[config.mk]
export PLATFORM = sky130hd
export DESIGN_NAME = mem_access_stage_ctrl_flat
export DESIGN_NICKNAME = d
export VERILOG_FILES = /design/src/rtl/mem_access_stage_ctrl_if.sv /design/src/rtl/mem_access_stage_ctrl.sv /design/src/flat_wrapper.sv
export SDC_FILE = /design/constraint.sdc
export NUM_CORES = 1
export LEC_CHECK = 0
export CELL_PAD_IN_SITES_DETAIL_PLACEMENT = 1
export CELL_PAD_IN_SITES_GLOBAL_PLACEMENT = 1
export CORE_ASPECT_RATIO = 0.9
export CORE_UTILIZATION = 38
export CTS_CLUSTER_SIZE = 25
export DETAILED_ROUTE_END_ITERATION = 12
export GPL_ROUTABILITY_DRIVEN = 0
export PLACE_DENSITY_LB_ADDON = 0.1
export SYNTH_ARGS = -nofsm -noshare
export SYNTH_HDL_FRONTEND = slang
export SYNTH_SLANG_ARGS = --single-unit
[constraint.sdc]
create_clock -name clock -period 3.45 [get_ports clock]
set_clock_uncertainty 0.05 [all_clocks]
set_input_delay 1.035 -clock clock [delete_from_list [all_inputs] [get_ports clock]]
set_output_delay 1.035 -clock clock [all_outputs]
set_load 0.1 [all_outputs]
[src/rtl/mem_access_stage_ctrl_if.sv]
// rtl/mem_access_stage_ctrl_if.sv - MEM stage handshake, data-memory and MEM/WB signal bundle
interface mem_access_stage_ctrl_if #(
  parameter int INSTR_WIDTH = 20,
  parameter int DATA_WIDTH  = 16,
  parameter int ADDR_WIDTH  = 16
);
  logic                   in_valid;
  logic [INSTR_WIDTH-1:0] instruction;
  logic [DATA_WIDTH-1:0]  alu_result;
  logic [DATA_WIDTH-1:0]  store_data;
  logic [ADDR_WIDTH-1:0]  input_addr;
  logic                   stall_out;
  logic                   mem_re;
  logic                   mem_we;
  logic [ADDR_WIDTH-1:0]  mem_addr;
  logic [DATA_WIDTH-1:0]  mem_wdata;
  logic [DATA_WIDTH-1:0]  mem_rdata;
  logic                   out_valid;
  logic [INSTR_WIDTH-1:0] out_instruction;
  logic [DATA_WIDTH-1:0]  out_data;

  modport master (
    output in_valid, instruction, alu_result, store_data, input_addr, mem_rdata,
    input  stall_out, mem_re, mem_we, mem_addr, mem_wdata, out_valid, out_instruction, out_data
  );

  modport slave (
    input  in_valid, instruction, alu_result, store_data, input_addr, mem_rdata,
    output stall_out, mem_re, mem_we, mem_addr, mem_wdata, out_valid, out_instruction, out_data
  );
endinterface

[src/rtl/mem_access_stage_ctrl.sv]
// rtl/mem_access_stage_ctrl.sv - MEM stage controller: decode, issue memory request, wait, respond
module mem_access_stage_ctrl #(
  parameter int INSTR_WIDTH  = 20,
  parameter int OPCODE_MSB   = 19,
  parameter int OPCODE_WIDTH = 4,
  parameter int DATA_WIDTH   = 16,
  parameter int ADDR_WIDTH   = 16,
  parameter int MEM_LATENCY  = 2,
  parameter logic [OPCODE_WIDTH-1:0] OP_STORE = 4'b1100,
  parameter logic [OPCODE_WIDTH-1:0] OP_LOAD  = 4'b1011,
  parameter logic [OPCODE_WIDTH-1:0] OP_COPY  = 4'b1111
) (
  input logic                    clock,
  input logic                    reset,
  mem_access_stage_ctrl_if.slave bus
);
  localparam int CNT_W = $clog2(MEM_LATENCY) + 1;
  localparam logic [CNT_W-1:0] CNT_INIT = CNT_W'((MEM_LATENCY > 1) ? MEM_LATENCY - 2 : 0);

  typedef enum logic [1:0] {IDLE, ISSUE, WAIT, RESP} state_t;

  state_t                  state, state_nxt;
  logic [CNT_W-1:0]        cnt, cnt_nxt;
  logic [INSTR_WIDTH-1:0]  h_instr;
  logic [DATA_WIDTH-1:0]   h_alu, h_sd;
  logic [ADDR_WIDTH-1:0]   h_ia;
  logic [ADDR_WIDTH-1:0]   addr_q, addr;
  logic [DATA_WIDTH-1:0]   wdata_q, wdata;
  logic [OPCODE_WIDTH-1:0] op;
  logic [ADDR_WIDTH-1:0]   src_addr;
  logic                    is_mem, stall, accept;
  logic                    re, we, ov;
  logic [DATA_WIDTH-1:0]   od;

  assign op       = h_instr[OPCODE_MSB -: OPCODE_WIDTH];
  assign is_mem   = (op == OP_LOAD) || (op == OP_COPY);
  assign src_addr = (op == OP_COPY) ? h_ia : ADDR_WIDTH'(h_alu);
  assign stall    = ((state == ISSUE) && is_mem) || (state == WAIT);
  assign accept   = bus.in_valid && !stall;

  always_comb begin
    state_nxt = state;
    cnt_nxt   = cnt;
    re        = 1'b0;
    we        = 1'b0;
    ov        = 1'b0;
    od        = h_alu;
    addr      = addr_q;
    wdata     = wdata_q;
    case (state)
      IDLE: begin
        if (accept) state_nxt = ISSUE;
      end
      ISSUE: begin
        if (is_mem) begin
          re   = 1'b1;
          addr = src_addr;
          if (MEM_LATENCY == 1) begin
            state_nxt = RESP;
          end else begin
            state_nxt = WAIT;
            cnt_nxt   = CNT_INIT;
          end
        end else begin
          if (op == OP_STORE) begin
            we    = 1'b1;
            addr  = src_addr;
            wdata = h_sd;
          end
          ov        = 1'b1;
          state_nxt = accept ? ISSUE : IDLE;
        end
      end
      WAIT: begin
        if (cnt == '0) state_nxt = RESP;
        else           cnt_nxt   = cnt - 1'b1;
      end
      RESP: begin
        ov        = 1'b1;
        od        = bus.mem_rdata;
        state_nxt = accept ? ISSUE : IDLE;
      end
      default: state_nxt = IDLE;
    endcase
  end

  // addr_q/wdata_q keep the last driven bus values so mem_addr/mem_wdata hold between strobes
  always_ff @(posedge clock) begin
    if (reset) begin
      state   <= IDLE;
      cnt     <= '0;
      h_instr <= '0;
      h_alu   <= '0;
      h_sd    <= '0;
      h_ia    <= '0;
      addr_q  <= '0;
      wdata_q <= '0;
    end else begin
      state   <= state_nxt;
      cnt     <= cnt_nxt;
      addr_q  <= addr;
      wdata_q <= wdata;
      if (accept) begin
        h_instr <= bus.instruction;
        h_alu   <= bus.alu_result;
        h_sd    <= bus.store_data;
        h_ia    <= bus.input_addr;
      end
    end
  end

  assign bus.stall_out       = stall;
  assign bus.mem_re          = re;
  assign bus.mem_we          = we;
  assign bus.mem_addr        = addr;
  assign bus.mem_wdata       = wdata;
  assign bus.out_valid       = ov;
  assign bus.out_instruction = h_instr;
  assign bus.out_data        = od;
endmodule

[src/flat_wrapper.sv]
// flat-port wrapper written by rule: the top's interface ports become plain ports
module mem_access_stage_ctrl_flat 
#(
  parameter int INSTR_WIDTH  = 20,
  parameter int OPCODE_MSB   = 19,
  parameter int OPCODE_WIDTH = 4,
  parameter int DATA_WIDTH   = 16,
  parameter int ADDR_WIDTH   = 16,
  parameter int MEM_LATENCY  = 2,
  parameter logic [OPCODE_WIDTH-1:0] OP_STORE = 4'b1100,
  parameter logic [OPCODE_WIDTH-1:0] OP_LOAD  = 4'b1011,
  parameter logic [OPCODE_WIDTH-1:0] OP_COPY  = 4'b1111
)
  (clock, reset, bus_in_valid, bus_instruction, bus_alu_result, bus_store_data, bus_input_addr, bus_mem_rdata, bus_stall_out, bus_mem_re, bus_mem_we, bus_mem_addr, bus_mem_wdata, bus_out_valid, bus_out_instruction, bus_out_data);
  mem_access_stage_ctrl_if #(.INSTR_WIDTH(INSTR_WIDTH), .DATA_WIDTH(DATA_WIDTH), .ADDR_WIDTH(ADDR_WIDTH)) bus_i ();
  input logic clock;
  input logic reset;
  input wire logic [$bits(bus_i.in_valid)-1:0] bus_in_valid;
  input wire logic [$bits(bus_i.instruction)-1:0] bus_instruction;
  input wire logic [$bits(bus_i.alu_result)-1:0] bus_alu_result;
  input wire logic [$bits(bus_i.store_data)-1:0] bus_store_data;
  input wire logic [$bits(bus_i.input_addr)-1:0] bus_input_addr;
  input wire logic [$bits(bus_i.mem_rdata)-1:0] bus_mem_rdata;
  output wire logic [$bits(bus_i.stall_out)-1:0] bus_stall_out;
  output wire logic [$bits(bus_i.mem_re)-1:0] bus_mem_re;
  output wire logic [$bits(bus_i.mem_we)-1:0] bus_mem_we;
  output wire logic [$bits(bus_i.mem_addr)-1:0] bus_mem_addr;
  output wire logic [$bits(bus_i.mem_wdata)-1:0] bus_mem_wdata;
  output wire logic [$bits(bus_i.out_valid)-1:0] bus_out_valid;
  output wire logic [$bits(bus_i.out_instruction)-1:0] bus_out_instruction;
  output wire logic [$bits(bus_i.out_data)-1:0] bus_out_data;
  assign bus_i.in_valid = bus_in_valid;
  assign bus_i.instruction = bus_instruction;
  assign bus_i.alu_result = bus_alu_result;
  assign bus_i.store_data = bus_store_data;
  assign bus_i.input_addr = bus_input_addr;
  assign bus_i.mem_rdata = bus_mem_rdata;
  assign bus_stall_out = bus_i.stall_out;
  assign bus_mem_re = bus_i.mem_re;
  assign bus_mem_we = bus_i.mem_we;
  assign bus_mem_addr = bus_i.mem_addr;
  assign bus_mem_wdata = bus_i.mem_wdata;
  assign bus_out_valid = bus_i.out_valid;
  assign bus_out_instruction = bus_i.out_instruction;
  assign bus_out_data = bus_i.out_data;
  mem_access_stage_ctrl #(.INSTR_WIDTH(INSTR_WIDTH), .OPCODE_MSB(OPCODE_MSB), .OPCODE_WIDTH(OPCODE_WIDTH), .DATA_WIDTH(DATA_WIDTH), .ADDR_WIDTH(ADDR_WIDTH), .MEM_LATENCY(MEM_LATENCY), .OP_STORE(OP_STORE), .OP_LOAD(OP_LOAD), .OP_COPY(OP_COPY)) u_core (.clock(clock), .reset(reset), .bus(bus_i));
endmodule
==> results_dict.tcl <==
set metrics [dict create \
    grt_overflow_total 0 \
    worstSetupStartpointType "register" \
    vias 4475 \
    antenna_found_initial 0 \
    p_total_mw 2.90 \
    switchingPower_mw 0.877 \
    yosysUniqueCellTypes 29 \
    pin_count 159 \
    hold_ws_ns 0.426 \
    die_y_um 113 \
    grtUsageTotal_pct 21.6 \
    min_to "u_core.bus.out_instruction[0]$_SDFFE_PP0N_" \
    r2r_cells 5 \
    grt_first_pass_wirelength_um 24400 \
    core_area_um2 13400 \
    final_common_cell "nand2b_1" \
    netlist_area_um2 5250 \
    cts-buffers-inserted 9 \
    switching_share_pct 30.3 \
    io_buffers 158 \
    status "finished, final reports clean" \
    start_util_pct 39.1 \
    syn-instance-count 558 \
    die-area_um2 14300 \
    powerDensity_nw_per_um2 366 \
    clkPwrFrac_pct 34.2 \
    dpl.cell_count 850 \
    cp-startpoint "u_core.bus.out_instruction[17]$_SDFFE_PP0N_" \
    via_per_inst 5.17 \
    relSlewSlack_pct 54.6 \
    sequentialPowerShare_pct 44.6 \
    worstPathRequired_ns 2.36 \
    rows 40 \
    min_period_ns 3.35 \
    fin_tns_setup_ns 0 \
    hold_depth 2 \
    final_layout_size_suffix_gt1_share_pct 21.1 \
    worstPathMaxFanout 32 \
    hold_violations 0 \
    worst_slew_pin_slew_ns 0.681 \
    rrSetupSlack_ns 1.17 \
    fill_cells 1420 \
    min_path_type "register to register" \
    drv_cap 0 \
    cts_root_buf "clkbuf_16" \
    synthToLayoutAreaGrowth_pct 50.5 \
    nNetsFinal 781 \
    htreeDepth 3 \
    die_w_um 126 \
    hold_buffers 0 \
    clk_path_buf_depth 2 \
    r2r_end "u_core.bus.out_instruction[8]$_SDFFE_PP0N_" \
    p_int_mw 2.02 \
    worstSetupPathType "register to primary output" \
    fmax_ghz 0.298 \
    insertedDiodeCount 0 \
    drt_iter0_drc 192 \
    ys_warn_count 0 \
    post_cts.repair.setup_buffers 0 \
    vdd_drop_max_mv 0.202 \
    slew_violations 0 \
    grt_max_degree 101 \
    syn_avg_cell_area_um2 9.41 \
    grt_pass1_vias 4836 \
    combPwrFrac_pct 21.2 \
    drc 0 \
    hpwl_um 10400 \
    crit_arrival_ns 2.27 \
    mostFrequentLayoutCells "nand2b_1, dfxtp_1, clkdlybuf4s50_1" \
    clk_pin_slew_ns 0.07 \
    setup_viol 0 \
    p_leak_nw 3.22 \
    routed_wl_um 14800 \
    tritoncts "built" \
    clkLatencyLatePin_ns 0.36 \
    wire_per_inst_um 17.1 \
    min_from "u_core.bus.out_instruction[0]$_SDFFE_PP0N_" \
    cts.sinks 104 \
    end_kind "primary output" \
    rsz0062_at_grt "false" \
    syn_nets 646 \
    first_pass_iters 4 \
    fin_crit_sh_pct 97.2 \
    yosysSeqAreaShare_pct 39.7 \
    final_cells 866 \
    ys_ff_latch 104 \
    antenna_left 0 \
]
stage by stage:
stage / utilization [%] / setup WS [ns] / cell area [um^2]
2_1_floorplan: - / 0.0208 / 5470
3_3_place_gp: 56.8 / 0.480 / 7610
3_5_place_dp: 56.8 / 0.454 / 7610
4_1_cts: 58.9 / 0.0940 / 7900
5_1_grt: 58.9 / 0.00202 / 7900
6_report: 58.9 / 0.0963 / 7900
kinds of logic (layout without fill, tap and decap cells):
logic type,Yosys count,count (layout),share of synthesized area (%)
buffers and inverters,66,206,6.17
DFF,104,104,39.7
adders and majority gates,1,1,0.238
and+or+nand+nor,182,182,20.8
muxes,117,117,22.7
AOI/OAI and AO/OA,88,88,10.4
synthesized netlist by cell type:
cell      number  area, um^2
or3b_1         1        8.76
buf_6          7        78.8
nand2b_1     136         851
or2b_1         1        7.51
nand4_2        1        12.5
nor2_1         2        7.51
inv_1         19        71.3
and3b_1        1        8.76
clkbuf_1      25        93.8
nor2b_1        1        6.26
nand3_1       16        80.1
nor3b_2        1        12.5
buf_2         13        65.1
o221ai_1       2        17.5
a21oi_4        1        16.3
nand2_1       18        67.6
dfxtp_1      104        2080
o31a_1         1        8.76
a21oi_1       50         250
o211a_1        1        10.0
nor3b_1        1        7.51
o21ai_0       17        85.1
ha_1           1        12.5
mux2i_1      100        1000
buf_4          2        15.0
or3_1          2        12.5
a221o_1       16         160
mux2_2        17         191
nand3b_1       1        7.51
critical path, cell delays in order, from the launching register on:
cell and delay (ns):
dfxtp_2 0.42, or3b_1 0.44, a21oi_4 0.19, buf_12 0.29, mux2i_4 0.32, buf_12 0.20
layer usage:
metal	part of all wire, %	GRT usage [%]	wire length, um
met3	3.6	4.36	527
met4	2.0	7.55	293
met5	0	0	0
met2	51	39.4	7530
met1	44	25.3	6480
final cells by class:
cell class / instances / area (um^2) / share of cell area, %
Clock inverter: 6 / 43.8 / 0.554
Multi-Input combinational cell: 388 / 3060 / 38.8
Tap cell: 168 / 210 / 2.66
Inverter: 19 / 71.3 / 0.903
Sequential cell: 104 / 2090 / 26.4
Clock buffer: 10 / 239 / 3.03
Timing Repair Buffer: 171 / 2180 / 27.7
state kept, by name, indices dropped and copies added, names as in the netlist, named ones only:
name,count
u_core.addr_q,16
u_core.bus.out_instruction,20
u_core.cnt,2
u_core.h_alu,16
u_core.h_ia,16
u_core.h_sd,16
u_core.state,1
u_core.wdata_q,16
power groups by stage:
stage	combinational [mW]	sequential, mW	clock, mW
2_1_floorplan	0.295	1.41	0
6_report	0.613	1.29	0.989
3_5_place_dp	0.616	1.32	0
5_1_grt	0.644	1.30	1.07
3_3_place_gp	0.603	1.32	0
4_1_cts	0.619	1.29	1.01
what timing repair did:
| action | CTS | global route |
|---|---|---|
| endpoints found under the setup margin | 0 | 16 |
| gates resized for setup | 0 | 1 |
| endpoints found under the hold margin | 0 | 0 |
how the worst max path moves through the flow:
stage,slack (ns),endpoint,cells after the start
final,0.1,bus_mem_addr[12],5
after global placement,0.48,bus_out_data[9],3
after CTS,0.09,bus_mem_addr[0],5
after global routing,0.002,bus_mem_addr[8],5
after detailed placement,0.45,bus_out_data[10],3
after floorplan,0.02,bus_mem_addr[10],5
(Power assumes the default switching activity.)
